==> config.mk <==
export PLATFORM = sky130hd
export DESIGN_NAME = arb_mux_reg
export DESIGN_NICKNAME = d
export VERILOG_FILES = /design/src/rtl/arb_mux_reg.sv
export SDC_FILE = /design/constraint.sdc
export NUM_CORES = 1
export LEC_CHECK = 0
export CELL_PAD_IN_SITES_DETAIL_PLACEMENT = 1
export CELL_PAD_IN_SITES_GLOBAL_PLACEMENT = 2
export CORE_UTILIZATION = 16
export CTS_CLUSTER_SIZE = 20
export DETAILED_ROUTE_END_ITERATION = 10
export GPL_ROUTABILITY_DRIVEN = 0
export PLACE_DENSITY_LB_ADDON = 0.1
export SKIP_LAST_GASP = 1
export SLEW_MARGIN = 20
export SYNTH_ARGS = -nofsm -noshare
export SYNTH_HDL_FRONTEND = slang
export SYNTH_SLANG_ARGS = --single-unit
==> constraint.sdc <==
create_clock -name clk -period 3.2 [get_ports clk]
set_input_delay 0.48 -clock clk [delete_from_list [all_inputs] [get_ports clk]]
set_output_delay 0.48 -clock clk [all_outputs]
set_load 0.005 [all_outputs]
==> src/rtl/arb_mux_reg.sv <==
// ---------------------------------------------------------------------------
// arb_mux_reg
//
// Flow-controlled N:1 merge point with one output register stage. Each input
// has a valid/ready handshake; the single output has a registered valid and
// data plus a consumer ready. The winning input is picked either explicitly
// (mode 0, by sel) or by a round-robin arbiter (mode 1) that starts its scan
// at an internal pointer and moves past the last winner.
//
// Parameters:
//   WIDTH  data width of each input and of the output
//   N      number of inputs (2..16)
//   SW     width of sel, derived from N (not overridable)
//
// Ports:
//   clk        rising-edge clock
//   rst        synchronous active-high reset
//   in_data    N*WIDTH packed inputs, input i at [i*WIDTH +: WIDTH]
//   in_valid   per-input valid
//   in_ready   per-input ready, combinational, at most one bit high
//   sel        input index used in mode 0
//   mode       0 = explicit select, 1 = round-robin
//   out_data   registered output data
//   out_valid  registered output valid
//   out_ready  consumer ready
// ---------------------------------------------------------------------------
module arb_mux_reg #(
    parameter  int WIDTH = 32,
    parameter  int N     = 4,
    localparam int SW    = (N > 1) ? $clog2(N) : 1
) (
    input  logic               clk,
    input  logic               rst,
    input  logic [N*WIDTH-1:0] in_data,
    input  logic [N-1:0]       in_valid,
    output logic [N-1:0]       in_ready,
    input  logic [SW-1:0]      sel,
    input  logic               mode,
    output logic [WIDTH-1:0]   out_data,
    output logic               out_valid,
    input  logic               out_ready
);

    logic [SW-1:0]    ptr;
    logic [SW-1:0]    gnt;
    logic             gnt_v;
    logic             load_en;
    logic             accept;
    logic [WIDTH-1:0] gnt_data;
    int               idx;

    // The register can take a new entry when it is empty or being drained.
    assign load_en = !out_valid || out_ready;

    // Grant selection. In mode 0 an out-of-range sel simply never matches an
    // input, so nothing is granted. In mode 1 the rotated scan runs from the
    // farthest offset down to the pointer, so the entry nearest the pointer
    // is the one left standing.
    always_comb begin
        gnt   = '0;
        gnt_v = 1'b0;
        idx   = 0;
        if (!mode) begin
            gnt = sel;
            for (int i = 0; i < N; i++) begin
                if (int'(sel) == i && in_valid[i]) begin
                    gnt_v = 1'b1;
                end
            end
        end else begin
            for (int k = N - 1; k >= 0; k--) begin
                idx = int'(ptr) + k;
                if (idx >= N) begin
                    idx = idx - N;
                end
                if (in_valid[idx]) begin
                    gnt = SW'(idx);
                end
            end
            gnt_v = |in_valid;
        end
    end

    // Ready goes to the granted input only, and the data mux follows the
    // grant with an explicit loop so an out-of-range index never slices.
    always_comb begin
        in_ready = '0;
        gnt_data = '0;
        for (int i = 0; i < N; i++) begin
            if (int'(gnt) == i) begin
                in_ready[i] = load_en && gnt_v;
                gnt_data    = in_data[i*WIDTH +: WIDTH];
            end
        end
    end

    // gnt_v already implies the granted input is valid.
    assign accept = load_en && gnt_v;

    // Output register and round-robin pointer. Refill takes priority over
    // drain, which is what gives one transfer per cycle under out_ready.
    always_ff @(posedge clk) begin
        if (rst) begin
            out_valid <= 1'b0;
            out_data  <= '0;
            ptr       <= '0;
        end else begin
            if (accept) begin
                out_data  <= gnt_data;
                out_valid <= 1'b1;
                if (mode) begin
                    ptr <= (int'(gnt) == N - 1) ? '0 : gnt + SW'(1);
                end
            end else if (out_ready) begin
                out_valid <= 1'b0;
            end
        end
    end

endmodule

* Yosys cells after proc, flatten, opt, wreduce, memory -nomap -nowiden
Cells that the tools add are included.
** Word-level totals
- Flip-flop bits (word level) :: 35
- Word-level logic and storage cells :: 78
- Output and inout port bits :: 37
- Bits of input ports :: 138
** Cells by class
- $add $sub $neg :: 8
- Reduce and logical (&&, ||, !) cells :: 12
- $lt $le $gt $ge :: 8
- Equal/unequal tests :: 6
- Multiplexer cells :: 41
** Operator list (count)
- 32-bit two-way mux :: 12
- 32-bit by 4-bit less-than comparator with 1-bit output, second input constant :: 4
- 1-bit two-way mux :: 19
- 2-bit two-way mux :: 6
- 3-bit by 3-bit subtractor with 4-bit output, second input constant :: 3
- 3-bit >= comparator, second input constant :: 3
- 1-bit binary-select mux with 2-bit select :: 4
- 2-bit equality test, second input constant :: 4
- 2-bit by 2-bit adder with 3-bit output, second input constant :: 2
- 1-bit logical AND :: 5
- 2-bit by 1-bit equality test with 1-bit output, second input constant :: 2
- 2-bit logical NOT :: 2
- 4-bit OR reduction :: 1
- 2-bit by 3-bit subtractor with 4-bit output, second input constant :: 1
- 2-bit by 1-bit adder with 3-bit output, second input constant :: 1
- 2-bit by 3-bit >= comparator with 1-bit output, second input constant :: 1
- 2-bit by 1-bit adder with 2-bit output, second input constant :: 1
- 2-bit AND reduction :: 1
- 2-bit nonzero test :: 1
- 1-bit logical NOT :: 1
- 1-bit logical OR :: 1

* Longest topological paths before layout
- Word-level depth :: 17
- Gate-level depth with buffers :: 11
- Gate-level depth less buffers :: 9

* Least setup slack after synthesis
OpenSTA, ideal clock, no wires.
- Path kind :: input -> register
- Start point :: input in_valid[1]
- End point :: register out_data[29]
- Library setup time :: 0.067 ns
- Cell stages on the path :: 10
- Data arrival time :: 2.356 ns
- Path buffers :: 2
- Data required time :: 3.133 ns
- Path slack :: 0.778 ns
- Cell sequence :: nor3b_1 nor3_1 mux2_2 ha_1 buf_2 nor2b_1 clkbuf_1 a221oi_1 or3_1 a21oi_2
** On the way
- Cells in the longest elaborated chain, start to end :: 13
- Elaborated cells between the ends (all ways) :: 32
- Those cells by class :: eq/ne (3); mux (25); reduce/logical (4)
** RTL lines
- start: declaration :: line 35 : input logic [N-1:0] in_valid,
- 1-bit binary-select mux with 2-bit select :: line 76 : if (in_valid[idx]) begin
- 1-bit two-way mux (not written as such) (2 in series) :: line 76
- 2-bit two-way mux (4 in series) :: line 76
- 2-bit two-way mux :: line 63 : if (!mode) begin
- 2-bit logical NOT :: line 90 : if (int'(gnt) == i) begin
- 32-bit two-way mux (4 in series) :: line 90
- end signal: assignment :: line 109 : out_data <= gnt_data;
- end: declaration :: line 39 : output logic [WIDTH-1:0] out_data,
Parallel ways exist; a longest one is shown, timed or not. The select of a mux whose other input is x is not followed.
A chain may end at the register's enable or synchronous reset.

* Worst setup path in the final report
- Start point :: input in_valid[2]
- End point :: output in_ready[3]
** On the way
- Cells in the longest elaborated chain, start to end :: 10
- Elaborated cells between the ends (all ways) :: 25
- Those cells by class :: eq/ne (1); mux (21); reduce/logical (3)
** RTL lines
- 1-bit binary-select mux with 2-bit select :: line 76
- 1-bit two-way mux (not written as such) (2 in series) :: line 76
- 2-bit two-way mux (4 in series) :: line 76
- 2-bit two-way mux :: line 63
- 2-bit by 1-bit equality test with 1-bit output :: line 90
- 1-bit two-way mux (*) :: line 90
- end: declaration :: line 36 : output logic [N-1:0] in_ready,
Every way passes the cells marked *; elsewhere a longest branch is shown, timed or not. The select of a mux whose other input is x is not followed.

==> results.py <==
metrics = {
    "synth": {
        "yosys_warnings": 0,
        "ys_types": 33,
        "synth_fp_nets": 410,
        "ys.flop_type": "dfxtp_1",
        "async_reset_ff_share_pct": 0,
        "synth-seq-area-share_pct": 33.1,
        "synth-edff-count": 0,
        "netlist_instances": 268,
        "syn_area_sq_um": 2120,
        "ys_ff_latch": 35,
        "avgSynthCellArea_sq_um": 7.90,
    },
    "worst_setup_path": {
        "reg2regPathDepth": 11,
        "end_kind": "primary output",
        "path_max_fanout": 5,
        "r2r-start": "ptr[1]",
        "cp-start-kind": "primary input",
        "cp.arrival_ns": 2.52,
        "reg2reg_slack_ns": 0.61,
        "critPathRequiredTime_ns": 2.72,
        "r2r_end": "out_data[1]",
        "critPathKind": "in -> out",
    },
    "clocking": {
        "post_cts_buffers": 0,
        "htree_levels": 2,
        "cts.sinks": 35,
        "clk_latency_ns": 0.29,
        "path_clk_slew_ns": 0.05,
        "root_buffer": "clkbuf_16",
        "cts_made_buffers": 5,
        "clk_path_buf_depth": 2,
        "cts_tree": "built",
    },
    "cells_and_area": {
        "final_area_sq_um": 4200,
        "area_growth_pct": 98.4,
        "layout.nets": 577,
        "multi_input_area_sq_um": 1270,
        "regArea_sq_um": 701,
        "diodes": 0,
        "drive_gt1_share_pct": 6.90,
        "num-fill-cells": 1481,
    },
    "worst_hold_path": {
        "min_to": "out_data[0]",
        "min_path_type": "reg -> reg",
        "min_from": "out_data[0]",
        "whs_path_depth": 2,
    },
    "power": {
        "comb_power_share_pct": 40.1,
        "p_leak_nw": 1.50,
        "clock_power_share_pct": 29.2,
        "cellPowerDensity_nw_per_um2": 406,
        "swShare_pct": 29.6,
        "ir_drop_mv": 0.180,
        "power.internal_mw": 1.20,
        "p_sw_mw": 0.506,
        "pwr-share-seq_pct": 30.7,
        "power_mw": 1.71,
    },
    "sta": {
        "rsz0062_at_grt": "true",
        "period_share_pct": 93.7,
        "worstMarginPinSlew_ns": 0.437,
        "skew_ns": 0.00468,
        "hold_viol": 0,
        "period_minus_slack_ns": 3.00,
        "timing.hold.ws_ns": 0.451,
        "relSlewSlack_pct": 70.9,
        "fmax_mhz": 333,
        "maxSlewViolCount": 0,
        "setup_viol": 0,
        "final.setup.tns_ns": 0,
    },
    "floorplanning": {
        "core_sq_um": 12800,
        "io_pins": 175,
        "dieArea_sq_um": 13700,
        "num_rows": 41,
        "die_h_um": 117,
        "die_width_um": 117,
        "initial_core_util_pct": 16.6,
    },
    "global_routing": {
        "grt_pass1_vias": 2954,
        "antenna_found_initial": 0,
        "grt_overflow": 0,
        "grt_pass1_wl_mm": 15.6,
        "grt_max_degree": 37,
        "grtUsageTotal_pct": 15.1,
    },
    "route": {
        "wl_per_cell_um": 17.1,
        "first_pass_iters": 4,
        "antenna_violating_nets_post_route": 0,
        "finalWirelength_mm": 10.4,
        "route.detailed.drc": 0,
        "routed_via_density": 4.58,
        "vias": 2780,
        "drt_iter0_markers": 65,
    },
    "job": {
        "maxCapViolCount": 0,
    },
    "placement": {
        "place_area_sq_um": 4040,
        "hpwl_mm": 7.77,
        "port_buffers": 174,
    },
    "status": {
        "status": "finished, final reports clean",
    },
}
-- state kept, by name (all words and copies together) (netlist names) --
signal / cells
out_data: 32
ptr: 2
out_valid: 1
-- Yosys cell counts, types with 2 or more instances --
master | count | share of area, %
a21oi_1 | 35 | 8.3
dfxtp_1 | 35 | 33
nand2_1 | 33 | 5.8
o22ai_1 | 32 | 9.5
a221oi_1 | 31 | 13
or3_1 | 31 | 9.2
clkbuf_1 | 18 | 3.2
nor2_1 | 9 | 1.6
inv_1 | 6 | 1.1
buf_6 | 4 | 2.1
ha_1 | 4 | 2.4
clkbuf_2 | 3 | 0.71
mux2i_1 | 3 | 1.4
buf_2 | 2 | 0.47
nor2b_1 | 2 | 0.59
nor3_1 | 2 | 0.47
o21ai_0 | 2 | 0.47
-- cell families (layout without fill, tap and decap cells) --
| group | count (synthesis) | count (layout) | share of synthesized area (%) |
|---|---|---|---|
| and+or+nand+nor | 83 | 83 | 19.6 |
| adders and majority gates | 4 | 4 | 2.36 |
| muxes | 5 | 5 | 3.01 |
| DFF | 35 | 35 | 33.1 |
| AOI/OAI and AO/OA | 107 | 107 | 34.2 |
| buffers and inverters | 34 | 201 | 7.74 |
-- stage by stage --
step	setup WS (ns)	utilization, %	cells
after floorplan	0.778	-	268
after global placement	0.0642	31.6	600
after detailed placement	-0.0161	31.6	600
after CTS	0.0444	32.8	607
after global routing	-0.00654	32.9	607
final	0.201	32.9	607
-- power groups by stage --
stage	logic (mW)	clock network, mW	registers (mW)
CTS	0.700	0.529	0.524
floorplan	0.299	0	0.535
detailed placement	0.697	0	0.532
finish	0.685	0.498	0.524
global placement	0.689	0	0.530
global route	0.756	0.539	0.531
-- worst max path at each step --
stage / from / endpoint / slack (ns)
after floorplan: in_valid[1] / out_data[29] / 0.78
after global placement: in_valid[0] / out_data[1] / 0.06
after detailed placement: in_valid[0] / out_data[1] / -0.02
after CTS: in_valid[0] / in_ready[3] / 0.04
after global routing: in_valid[2] / in_ready[3] / -0.007
final: in_valid[2] / in_ready[3] / 0.20
-- layout make-up --
cell class                      instances  share of cell area [%]
Timing Repair Buffer                  188                    44.1
Multi-Input combinational cell        199                    30.2
Sequential cell                        35                    16.7
Tap cell                              172                    5.12
Clock buffer                            6                    3.30
Inverter                                6                   0.536
Clock inverter                          1                   0.119
-- critical path: stages --
cell and delay [ns]:
clkdlybuf4s50_1 0.47, mux2i_1 0.15, nor2_1 0.06, nor3_2 0.23, mux2_2 0.21, ha_1 0.18, inv_1 0.07, nor2_1 0.11
clkdlybuf4s50_1 0.55
-- layer usage --
| metal | wire length, um | vias to the layer above | GRT usage [%] |
|---|---|---|---|
| li1 | - | 1366 | - |
| met1 | 4590 | 1300 | 18.4 |
| met2 | 4880 | 106 | 25.8 |
| met3 | 780 | 8 | 4.07 |
| met4 | 123 | 0 | 5.06 |
| met5 | 0 | - | 0 |
-- layout by cell type (no fill, tap or decap) --
master	synthesis	layout
a211o_1	1	1
a211oi_1	1	1
a21oi_1	35	35
a21oi_2	1	1
a221oi_1	31	31
a31oi_1	1	1
and2_1	1	1
buf_4	0	14
clkbuf_16	0	5
clkbuf_8	0	1
clkdlybuf4s50_1	0	172
clkinv_2	0	1
dfxtp_1	35	35
dlymetal6s2s_1	0	2
ha_1	4	3
ha_2	0	1
inv_1	6	6
mux2_2	1	1
mux2i_1	3	3
mux4_2	1	1
nand2_1	33	33
nand2b_1	1	1
nor2_1	9	9
nor2b_1	2	1
nor2b_2	0	1
nor3_1	2	1
nor3_2	0	1
nor3b_2	0	1
o21ai_0	2	2
o21ai_4	1	1
o22a_1	1	1
o22ai_1	32	32
o41a_1	1	1
or2_2	1	1
or2b_1	1	1
or3_1	31	31
or4_1	1	1
-- repair_timing --
| action | 4_1_cts | 5_1_grt |
|---|---|---|
| hold buffers | 0 | 0 |
| setup endpoints to repair | 0 | 4 |
| gates resized for setup | 0 | 5 |
(Power assumes the default switching activity.)
